`src/rtl/universal_shift_register.sv`:
```
// N-bit universal shift register: hold, shift left/right, parallel load.
// Serial outputs at both ends, saturating shift counter with FULL flag.
module universal_shift_register #(
  parameter int          N    = 8,
  parameter logic [N-1:0] INIT = '0,
  parameter int          CW   = $clog2(N+1)
) (
  input  logic          CLK,
  input  logic          RESET,
  input  logic          CE,
  input  logic [1:0]    MODE,
  input  logic          SI_L,
  input  logic          SI_R,
  input  logic [N-1:0]  D,
  output logic [N-1:0]  Q,
  output logic          SO_L,
  output logic          SO_R,
  output logic [CW-1:0] CNT,
  output logic          FULL
);

  typedef enum logic [1:0] {
    HOLD = 2'b00,
    SHL  = 2'b01,
    SHR  = 2'b10,
    LOAD = 2'b11
  } mode_t;

  logic [N-1:0]  shl;
  logic [N-1:0]  shr;
  logic [CW-1:0] cnt_inc;

  // A one-bit register has no neighbours; the serial input replaces it.
  generate
    if (N == 1) begin : g_one
      assign shl = SI_L;
      assign shr = SI_R;
    end else begin : g_many
      assign shl = {Q[N-2:0], SI_L};
      assign shr = {SI_R, Q[N-1:1]};
    end
  endgenerate

  assign FULL    = (CNT == CW'(N));
  assign cnt_inc = FULL ? CNT : CNT + CW'(1);
  assign SO_L    = Q[N-1];
  assign SO_R    = Q[0];

  always_ff @(posedge CLK) begin
    if (RESET) begin
      Q   <= INIT;
      CNT <= '0;
    end else if (CE) begin
      case (mode_t'(MODE))
        SHL: begin
          Q   <= shl;
          CNT <= cnt_inc;
        end
        SHR: begin
          Q   <= shr;
          CNT <= cnt_inc;
        end
        LOAD: begin
          Q   <= D;
          CNT <= '0;
        end
        default: ;
      endcase
    end
  end

endmodule

```
`config.mk`:
```
export PLATFORM = sky130hd
export DESIGN_NAME = universal_shift_register
export DESIGN_NICKNAME = d
export VERILOG_FILES = /design/src/rtl/universal_shift_register.sv
export SDC_FILE = /design/constraint.sdc
export NUM_CORES = 1
export LEC_CHECK = 0
export ABC_AREA = 1
export ABC_CLOCK_PERIOD_IN_PS = 1100
export CAP_MARGIN = 5
export CORE_MARGIN = 2
export CORE_UTILIZATION = 38
export DETAILED_ROUTE_END_ITERATION = 8
export PLACE_DENSITY = 0.74
export REMOVE_ABC_BUFFERS = 1
export SETUP_SLACK_MARGIN = 0.3
export SYNTH_ARGS = -nofsm -noshare
export SYNTH_HDL_FRONTEND = slang
export SYNTH_SLANG_ARGS = --single-unit
```
`constraint.sdc`:
```
create_clock -name CLK -period 1.1 [get_ports CLK]
set_input_delay 0.22 -clock CLK [delete_from_list [all_inputs] [get_ports CLK]]
set_output_delay 0.22 -clock CLK [all_outputs]
set_load 0.03 [all_outputs]
```
==> results of run 1 <==
==> final timing paths <==
kind         startpoint      to  slack (ns)  cells after the start
min reg2reg        Q[4]    Q[5]        0.62                      3
min               RESET    Q[5]        0.45                      5
max              CNT[0]    FULL       -0.24                      5
max reg2reg      CNT[0]  CNT[3]       -0.18                     10
==> power by group <==
group	internal (uW)	switching (uW)	leakage, uW
Sequential	472	28.8	0.000104
Combinational	369	358	0.000575
Clock	201	170	0.0000210
Total	1040	557	0.000700
==> synthesized netlist by cell type <==
| cell type | count |
|---|---|
| inv_2 | 3 |
| o21ai_0 | 8 |
| nor2_4 | 1 |
| nor2_8 | 1 |
| dfxtp_1 | 12 |
| nand4_2 | 1 |
| ha_1 | 5 |
| nor2_1 | 7 |
| nand3_1 | 6 |
| a31oi_1 | 8 |
| a21oi_1 | 8 |
| buf_2 | 1 |
| nand2_1 | 29 |
| nand4_1 | 1 |
| inv_1 | 11 |
| buf_4 | 4 |
| nor2_2 | 1 |
| nand2_2 | 2 |
==> cell type report <==
type,count,area [sq um]
clock buffers,4,36.28
fillers,128,334.1
inverters,14,57.56
multi-input cells,78,580.6
flip-flops and latches,12,262.8
well taps,27,33.78
repair buffers,60,616.8
==> layout by cell type, fill, tap and decap left out <==
cell type,synthesis,routed
a21oi_4,0,1
o21ai_2,0,2
nand4_1,1,1
nand2_2,2,9
buf_12,0,1
nor2_8,1,1
nand3_1,6,5
nor2_2,1,4
nor2_1,7,4
clkbuf_8,0,1
a31oi_1,8,7
inv_1,11,3
buf_6,0,25
inv_2,3,10
buf_4,4,20
a31oi_4,0,1
a21oi_2,0,5
clkdlybuf4s50_1,0,10
inv_6,0,1
nor2_4,1,1
buf_8,0,1
bufbuf_16,0,1
nand2_1,29,22
dfxtp_2,0,9
ha_4,0,5
nand3_2,0,1
clkbuf_4,0,3
dlygate4sd2_1,0,2
dfxtp_4,0,3
o21ai_0,8,6
nand4_4,0,1
a21oi_1,8,2
==> metal layers <==
layer | vias to the layer above | part of all wire, % | global-route usage [%]
li1 | 473 | - | -
met1 | 439 | 37 | 24.76
met2 | 35 | 55 | 40.05
met3 | 14 | 4.6 | 4.321
met4 | 0 | 3.7 | 7.619
met5 | - | 0 | 0
==> worst max-delay path: stages, from the launching register on <==
cell,delay [ns]
dfxtp_2,0.33
inv_2,0.08
ha_4,0.14
nand2_2,0.04
nor2_1,0.09
buf_4,0.17
==> metrics by stage <==
| stage | instances | power, uW | setup TNS [ns] | instance area [sq um] | setup slack (ns) |
|---|---|---|---|---|---|
| 2_1_floorplan | 104 | 753.0 | -1.180 | 719.4 | -0.3095 |
| 3_3_place_gp | 168 | 940.8 | -6.339 | 1079 | -0.5493 |
| 3_5_place_dp | 168 | 945.4 | -6.796 | 1079 | -0.6023 |
| 4_1_cts | 189 | 1488 | -0.6869 | 1458 | -0.2275 |
| 5_1_grt | 195 | 1674 | -1.418 | 1588 | -0.3044 |
| 6_report | 195 | 1600 | -1.067 | 1588 | -0.2436 |
==> state kept, by name, summed over array words and instances (netlist names) <==
signal and flops:
CNT 4, Q 8
==> cell families (layout without fill, tap and decap cells) <==
logic type / after synthesis / after routing / share of synthesized area [%]
AO/OA/AOI/OAI: 24 / 24 / 17.25
adder cells (fa/ha/maj): 5 / 5 / 8.292
buffers and inverters: 19 / 78 / 11.61
flip-flops: 12 / 12 / 31.84
AND/OR/NAND/NOR: 49 / 49 / 31.01
==> repair_timing <==
action / in CTS / in global routing
setup buffers: 16 / 6
pin swaps: 19 / 24
gates resized for setup: 75 / 23
hold buffers: 0 / 0
setup endpoints to repair: 27 / 27
gates cloned: 1 / 0
==> summary.md, run 1 <==
| Metric | Value |
|---|---|
| Htree depth | 1 |
| WL final | roughly 2800 um |
| Final slew viol count | 0 |
| Average size of a mapped cell | roughly 7 sq um |
| GPL Wtd Cong | between 0.8 and 0.9 |
| Top cell type's share of synthesized area | roughly a third |
| Top post-synthesis cells by area | dfxtp_1 32%, nand2_1 14%, ha_1 8.3% |
| Worst-path fanout max | 2 |
| Final hold vios | 0 |
| Outcome | complete, but fails checks |
| Worst IR Drop VDD | about 700 uV |
| Syn Inst Count | between 100 and 150 |
| Die height | roughly 49 um |
| Largest net degree at the start of global routing | 9 |
| Initial antenna violation count | 0 |
| Worst Path Arrival | approximately 1.1 ns |
| Worst Setup Start Kind | flip-flop |
| Initial core utilization | about two fifths |
| WP data required | roughly 0.9 ns |
| IO Pins | 30 |
| Syn Std Cell Area | roughly 750 sq um |
| Setup ws final | -0.2436 ns |
| # DRC | 0 |
| Final setup viols | 8 |
| Row count | 16 |
| Final Core Density | approximately 83% |
| DRT antenna net count | 0 |
| Port Buffers | 29 |
| DR vias | a little under 1,000 |
| First-pass GRT wire length | about 4000 um |
| Hold Slack | between 0.4 and 0.5 ns |
| Sequential area share after synthesis | 31.84% |
| Min cycle time layout | ~1.3 ns |
| Synth-to-layout area growth | 110.4% |
| Die width | 48.56 um |
| Count of cell types in the netlist | 18 |
| CTS tree | done |
| Post-layout nets | ~190 |
| Unrepaired setup endpoints after global routing | yes |
| First DRT Iteration DRCs | 13 |
| Pwr dens | 1007 nW/um^2 |
| Failing checks | negative setup slack |
| Total track usage | 21.70% |
| First-pass iteration count of the detailed router | 4 |
| Overflow after GRT | 0 |
| DR WL/cell | around 14 um |
| Clock Skews | between 0.001 and 0.0015 ns |
| Die Footprint | about 2400 sq um |
| Number of antenna diodes | 0 |
| Core ar. | a little under 2000 sq um |
| Synth area leader | dfxtp_1 |
| Num CTS Buffers | 3 |
| Max Clock Freq | around 0.74 GHz |
| Period Utilization, post-route | 122.1% |
| Worst skew pair latency | about 0.28 ns |
| Synth warn | 0 |
| Least-Margin Pin Slew | about 0.2 ns |
| CTS root buf | clkbuf_4 |
| Vias per cell | 4.928 |
| TritonCTS Sinks | 12 |
| Clock buffer depth | 2 |
| Slew Limit Headroom | between 80% and 90% |
| Max_cap viols | 0 |
| Hold Path Class | input port to flip-flop |
| Worst setup path class | flip-flop to output pin |
| CP endpoint kind | output pin |
| Worst-path clk slew | roughly 0.090 ns |
| Layout cells sized above 1 | a little over three fifths |
| Leak | approximately 0.0007 uW |
| DP HPWL | 1402 um |
| Vias in the first global route | 942 |
| Register bit total from synthesis | 12 |
(Power assumes the default switching activity.)
==> inputs of run 2 (changes only) <==
Settings changed: ABC_CLOCK_PERIOD_IN_PS 1100 to 1600, CORE_UTILIZATION 38 to 45, PLACE_DENSITY 0.74 to 0.83.
Clock period 1.1 ns to 1.6 ns, I/O delays scaled along.
==> run 2 against run 1 <==
First-iteration DRC count rose by 62%. Register-to-register slack better by 0.37 ns. Worst hold slack gained 0.070 ns. Worst setup slack better by 0.40 ns. Clock power decreased by 30%. Cell count shrank 15%. Critical path depth unchanged. The flow now finishes without violations. Cell area down 25%. Non-clock buffer count shrank 18. Sequential cell count stayed put. Largest power group unchanged. Routed wire length is 14% lower. Combinational power shrank 50%.
==> summary.md, run 2 (synthesis results as in run 1) <==
| Metric | Value |
|---|---|
| Period Utilization, post-route | 90.11% |
| # DRC | 0 (unchanged) |
| Max Clock Freq | 0.6936 GHz |
| Synth-to-layout area growth | 58.71% (was 110.4%) |
| Most frequent cells in the layout | 27 x nand2_1, 12 x clkdlybuf4s50_1, 10 x dfxtp_1, 10 x buf_2, 9 x buf_4 (was 25 x buf_6, 22 x nand2_1, 20 x buf_4) |
| # hold bufs at CTS | 0 (unchanged) |
| Initial antenna violation count | 0 (unchanged) |
| Clock Skews | 0.003439 ns (was 0.001280 ns) |
| Initial core utilization | 48.94% (was 39.26%) |
| Port Buffers | 29 (unchanged) |
| Layout cells sized above 1 | 36.00% (was 63.10%) |
| Reg2reg setup slack | 0.19 ns (was -0.18 ns) |
| Worst setup path class | flip-flop to output pin (unchanged) |
| Commonest non-fill, non-tap cell in the layout | nand2_1 (was buf_6) |
| CTS tree | done (unchanged) |
| Outcome | finished, final reports clean (was complete, but fails checks) |
| Least-Margin Pin Slew | 0.3392 ns (was 0.1978 ns) |
| CP endpoint kind | output pin (unchanged) |
| Post-route cell area | 1197 sq um (was 1588 sq um) |
| Core ar. | 1541 sq um (was 1922 sq um) |
| Worst IR Drop VDD | 531.2 uV (was 696.3 uV) |
| First-pass GRT wire length | 3864 um (was 4015 um) |
| Row count | 14 (was 16) |
| Pwr dens | 813.5 nW/um^2 (was 1007 nW/um^2) |
| Total track usage | 27.15% (was 21.70%) |
| Hold Slack | 0.5218 ns (was 0.4514 ns) |
| TritonCTS Sinks | 12 (unchanged) |
| Post-DP Area | 1102 sq um (was 1079 sq um) |
| Die height | 44.95 um (was 48.56 um) |
| CTS root buf | clkbuf_4 (unchanged) |
| DR WL/cell | 14.70 um (was 14.47 um) |
| Leak | 0.0005657 uW (was 0.0007003 uW) |
| Worst skew pair latency | 0.28 ns (about the same) |
| Setup ws final | 0.1582 ns (was -0.2436 ns) |
| DP HPWL | 1501 um (was 1402 um) |
| Hold Path Class | flip-flop to flip-flop (was input port to flip-flop) |
| Biggest register | Q (unchanged) |
| Worst-path clk slew | 0.08 ns (was 0.09 ns) |
| Vias in the first global route | 880 (was 942) |
| Unrepaired setup endpoints after global routing | yes (unchanged) |
| Final Core Density | 77.68% (was 82.62%) |
| GPL Wtd Cong | 0.9062 (was 0.8392) |
| Overflow after GRT | 0 (unchanged) |
| First-pass iteration count of the detailed router | 5 (was 4) |
| Vias per cell | 5.416 (was 4.928) |
| Min cycle time layout | around 1.4 ns |
| Largest regs | Q x8, CNT x4 (unchanged) |
| Max_cap viols | 0 (unchanged) |
| Largest net degree at the start of global routing | 13 (was 9) |
| IO Pins | 30 (unchanged) |
| Placement Setup Slack | -0.2481 ns (was -0.6023 ns) |
| Slew Limit Headroom | 77.36% (was 86.67%) |
| WP data required | 1.28 ns (was 0.88 ns) |
| Clock buffer depth | 2 (unchanged) |
| Final hold vios | 0 (unchanged) |
| DR vias | 899 (was 961) |
| Setup TNS | 0 ns (was -1.067 ns) |
| DRT antenna net count | 0 (unchanged) |
| Die Footprint | 2020 sq um (was 2358 sq um) |
| Worst Path Arrival | 1.12 ns (about the same) |
| Die width | 44.95 um (was 48.56 um) |
| Number of antenna diodes | 0 (unchanged) |
| First DRT Iteration DRCs | 21 (was 13) |
| Htree depth | 1 (unchanged) |
| Final setup viols | 0 (was 8) |
| WL final | 2440 um (was 2822 um) |
| Largest register FFs | 8 (unchanged) |
| Worst-path fanout max | 2 (unchanged) |
| Post-layout nets | 171 (was 189) |
| Final slew viol count | 0 (unchanged) |
| Worst Setup Start Kind | flip-flop (unchanged) |
| Num CTS Buffers | 3 (unchanged) |
[run 2: power by group]
part | switching [uW] | internal [uW] | total (uW) | leakage, uW
Clock | 121 | 139 | 259 | 0.0000210
Sequential | 24.4 | 323 | 347 | 0.000100
Combinational | 201 | 167 | 367 | 0.000444
[run 2: final timing paths]
| kind | startpoint | endpoint | cells past startpoint |
|---|---|---|---|
| setup / recovery | CNT[0] | FULL | 5 |
| hold / removal | Q[4] | Q[5] | 2 |
| setup reg to reg | CNT[1] | CNT[3] | 11 |
| hold reg to reg | Q[4] | Q[5] | 2 |
[run 2: worst max-delay path, cell delays in order, from the launching register on]
cell     delay, ns
dfxtp_4       0.36
inv_4         0.06
ha_4          0.14
nand2_2       0.04
nor2_1        0.07
buf_4         0.16
[run 2: layer usage]
metal	wire, um	vias up	GRT usage [%]
met3	161	8	4.400
li1	-	438	-
met5	0	-	0
met1	911	406	28.04
met4	46	0	14.12
met2	1320	47	51.43
[run 2: through the flow]
stage          std cells  power (uW)
4_1_cts              164       944.1
6_report             166       974.1
2_1_floorplan        104       517.7
3_3_place_gp         154       653.3
3_5_place_dp         154       660.7
5_1_grt              166        1013
[run 2: final cells by class]
type / count / area [sq um]
fill: 114 / 344.1
clock buffer: 4 / 36.28
timing repair buffer: 42 / 365.4
sequential: 12 / 247.7
inverter: 14 / 57.56
tap: 16 / 20.02
multi-input combinational: 78 / 470.5
[run 2: repair_timing]
action                     CTS  global route
setup endpoints to repair   27            14
setup buffers                6             2
gates resized for setup     60            26
pin swaps                    4            10
hold endpoints to repair     0             0
gates cloned                 0             0
==> inputs of run 3 (changes only) <==
Settings changed: ABC_CLOCK_PERIOD_IN_PS 1600 to 1400, CORE_UTILIZATION 45 to 42, PLACE_DENSITY 0.83 to 0.78.
Clock period 1.6 ns to 1.4 ns, I/O delays scaled along.
==> run 3 against run 2 <==
The run now ends with negative setup slack left. Critical path depth increased by 1. Die area increased by 6.5%. Clock skew decreased by 0.0021 ns. Power increased by 17%. Combinational power increased by 26%. Via count decreased by 1.9%. Clock power increased by 8.1%. Sequential share of layout area decreased by 1.6 points. Routed wire length decreased by 10%. Global-route usage decreased by 5.0 points. Register-to-register slack got worse by 0.20 ns. Critical endpoint unchanged.
==> summary.md, run 3 (synthesis results as in run 1) <==
| Metric | Value |
|---|---|
| Number of antenna diodes | 0 (unchanged) |
| Largest net degree at the start of global routing | 13 (unchanged) |
| Min cycle time layout | 1.445 ns |
| Total track usage | 22.11% (was 27.15%) |
| Worst Path Arrival | 1.16 ns (was 1.12 ns) |
| Worst Setup Start Kind | flip-flop (unchanged) |
| WL final | 2194 um (was 2440 um) |
| CTS root buf | clkbuf_4 (unchanged) |
| Worst IR Drop VDD | 541.5 uV (was 531.2 uV) |
| Post-layout nets | 173 (was 171) |
| Buffers plus inverters on the worst setup path | 3 (was 2) |
| Htree depth | 1 (unchanged) |
| Largest register FFs | 8 (unchanged) |
| Vias in the first global route | 827 (was 880) |
| Die Footprint | 2152 sq um (was 2020 sq um) |
| DRT antenna net count | 0 (unchanged) |
| Die height | 46.39 um (was 44.95 um) |
| TritonCTS Sinks | 12 (unchanged) |
| Clock buffer depth | 2 (unchanged) |
| Switching part of the total | 33.92% (was 35.52%) |
| CP peak stage delay | 0.33 ns (was 0.36 ns) |
| Row count | 15 (was 14) |
| Commonest non-fill, non-tap cell in the layout | nand2_1 (unchanged) |
| DP HPWL | 1439 um (was 1501 um) |
| DR WL/cell | 12.40 um (was 14.70 um) |
| Worst-path clk slew | 0.08 ns (about the same) |
| Vias per cell | 4.983 (was 5.416) |
| Pwr dens | 856.6 nW/um^2 (was 813.5 nW/um^2) |
| Final setup viols | 2 (was 0) |
| Unrepaired setup endpoints after global routing | yes (unchanged) |
| Period Utilization, post-route | 103.2% |
| Max_cap viols | 0 (unchanged) |
| Core ar. | 1708 sq um (was 1541 sq um) |
| Clock Skews | 0.001341 ns (was 0.003439 ns) |
| Combinational power share | 40.4% (was 37.7%) |
| Port Buffers | 29 (unchanged) |
| GPL Wtd Cong | 0.8690 (was 0.9062) |
| Initial core utilization | 44.18% (was 48.94%) |
| IO Pins | 30 (unchanged) |
| CTS tree | done (unchanged) |
| Worst-path cell with the longest stage delay | dfxtp_2 (was dfxtp_4) |
| Least-Margin Pin Slew | 0.1980 ns (was 0.3392 ns) |
| Outcome | complete, but fails checks (was finished, final reports clean) |
| WP data required | 1.12 ns (was 1.28 ns) |
| Clock power frac | 24.6% (was 26.6%) |
| Num CTS Buffers | 3 (unchanged) |
| # DRC | 0 (unchanged) |
| Failing checks | negative setup slack |
| Share of power burned in registers | 35.0% (was 35.7%) |
| Delay-heaviest family, CP | flip-flops (unchanged) |
| First-pass GRT wire length | 3408 um (was 3864 um) |
| Worst setup path class | flip-flop to output pin (unchanged) |
| Synth-to-layout area growth | 76.29% (was 58.71%) |
| First-pass iteration count of the detailed router | 4 (was 5) |
| Worst path cell trace | buf_6 -> inv_4 -> ha_4 -> nand2_1 -> nor2_1 -> buf_4 (was inv_4 -> ha_4 -> nand2_2 -> nor2_1 -> buf_4) |
| First DRT Iteration DRCs | 20 (was 21) |
| Sw power | 386.5 uW (was 346.0 uW) |
| Hold Path Class | input port to flip-flop (was flip-flop to flip-flop) |
| Layout cells sized above 1 | 48.68% (was 36.00%) |
| DR vias | 882 (was 899) |
| Final Core Density | 77.88% (was 77.68%) |
| Worst-path fanout max | 2 (unchanged) |
| Die width | 46.39 um (was 44.95 um) |
| CP endpoint kind | output pin (unchanged) |
| Overflow after GRT | 0 (unchanged) |
| Setup ws final | -0.04452 ns (was 0.1582 ns) |
| Final hold vios | 0 (unchanged) |
| Setup TNS | -0.05448 ns (was 0 ns) |
| Hold Slack | 0.4579 ns (was 0.5218 ns) |
| Slew Limit Headroom | 86.77% (was 77.36%) |
| Final slew viol count | 0 (unchanged) |
| Largest regs | Q x8, CNT x4 (unchanged) |
| Initial antenna violation count | 0 (unchanged) |
| Max Clock Freq | ~0.69 GHz |
| Worst skew pair latency | 0.27 ns (was 0.28 ns) |
| Most frequent cells in the layout | 26 x nand2_1, 15 x buf_4, 14 x buf_6 (was 27 x nand2_1, 12 x clkdlybuf4s50_1, 10 x dfxtp_1, 10 x buf_2, 9 x buf_4) |
| Biggest register | Q (unchanged) |
| Leak | 0.0005938 uW (was 0.0005657 uW) |
| Int Power | 752.8 uW (was 628.1 uW) |
==> run 3: cell count changes in the layout (fill, tap and decap cells not counted), moves of 6 or more <==
cell and change:
buf_6 +12, buf_2 -10, dfxtp_2 +8, dfxtp_1 -7
buf_4 +6
==> run 3: power by group through the flow <==
stage               logic (uW)  registers [uW]  clock network (uW)
finish                     461             399                 280
global route               496             404                 304
CTS                        405             397                 290
detailed placement         360             399                   0
global placement           354             397                   0
floorplan                  128             464                   0
==> run 3: what timing repair did <==
item	4_1_cts	5_1_grt
pin swaps	7	4
setup endpoints to repair	27	27
gates cloned	0	0
resized for setup	111	35
hold buffers	0	0
hold endpoints to repair	0	0
buffers inserted	4	2
==> run 3: layout make-up <==
class / instances / area, sq um
Sequential cell: 12 / 254.0
Multi-Input combinational cell: 78 / 528.0
Clock buffer: 4 / 36.28
Fill cell: 118 / 377.9
Inverter: 14 / 57.56
Timing Repair Buffer: 44 / 422.9
Tap cell: 25 / 31.28
==> run 3: per-stage QoR <==
stage          area, sq um  worst slack, ns  total power (uW)  cells
2_1_floorplan        719.4         -0.06951             591.6    104
3_3_place_gp          1119          -0.3185             751.5    167
3_5_place_dp          1119          -0.3773             759.0    167
4_1_cts               1225         -0.07666              1092    175
5_1_grt               1330         -0.08926              1204    177
6_report              1330         -0.04452              1139    177
==> run 3: worst paths after layout <==
path / end / slack (ns) / depth (start not counted) / startpoint
worst max register to register: CNT[3] / -0.01 / 12 / CNT[1]
worst min register to register: Q[5] / 0.51 / 2 / Q[4]
worst min-delay path: Q[5] / 0.46 / 4 / CE
worst max-delay path: FULL / -0.04 / 6 / CNT[1]
==> run 3: worst reg2reg max path, delay by kind of cell (launching register included) <==
family                   cells  cell delay, ns
buffers and inverters        7            0.58
flip-flops                   1            0.34
AND/OR/NAND/NOR              4            0.25
adder cells (fa/ha/maj)      1            0.14
==> run 3: metal layers <==
metal / track usage (%) / wire length, um
met5: 0 / 0
met4: 8.571 / 16
met3: 5.490 / 102
met2: 40.83 / 1146
met1: 23.60 / 929
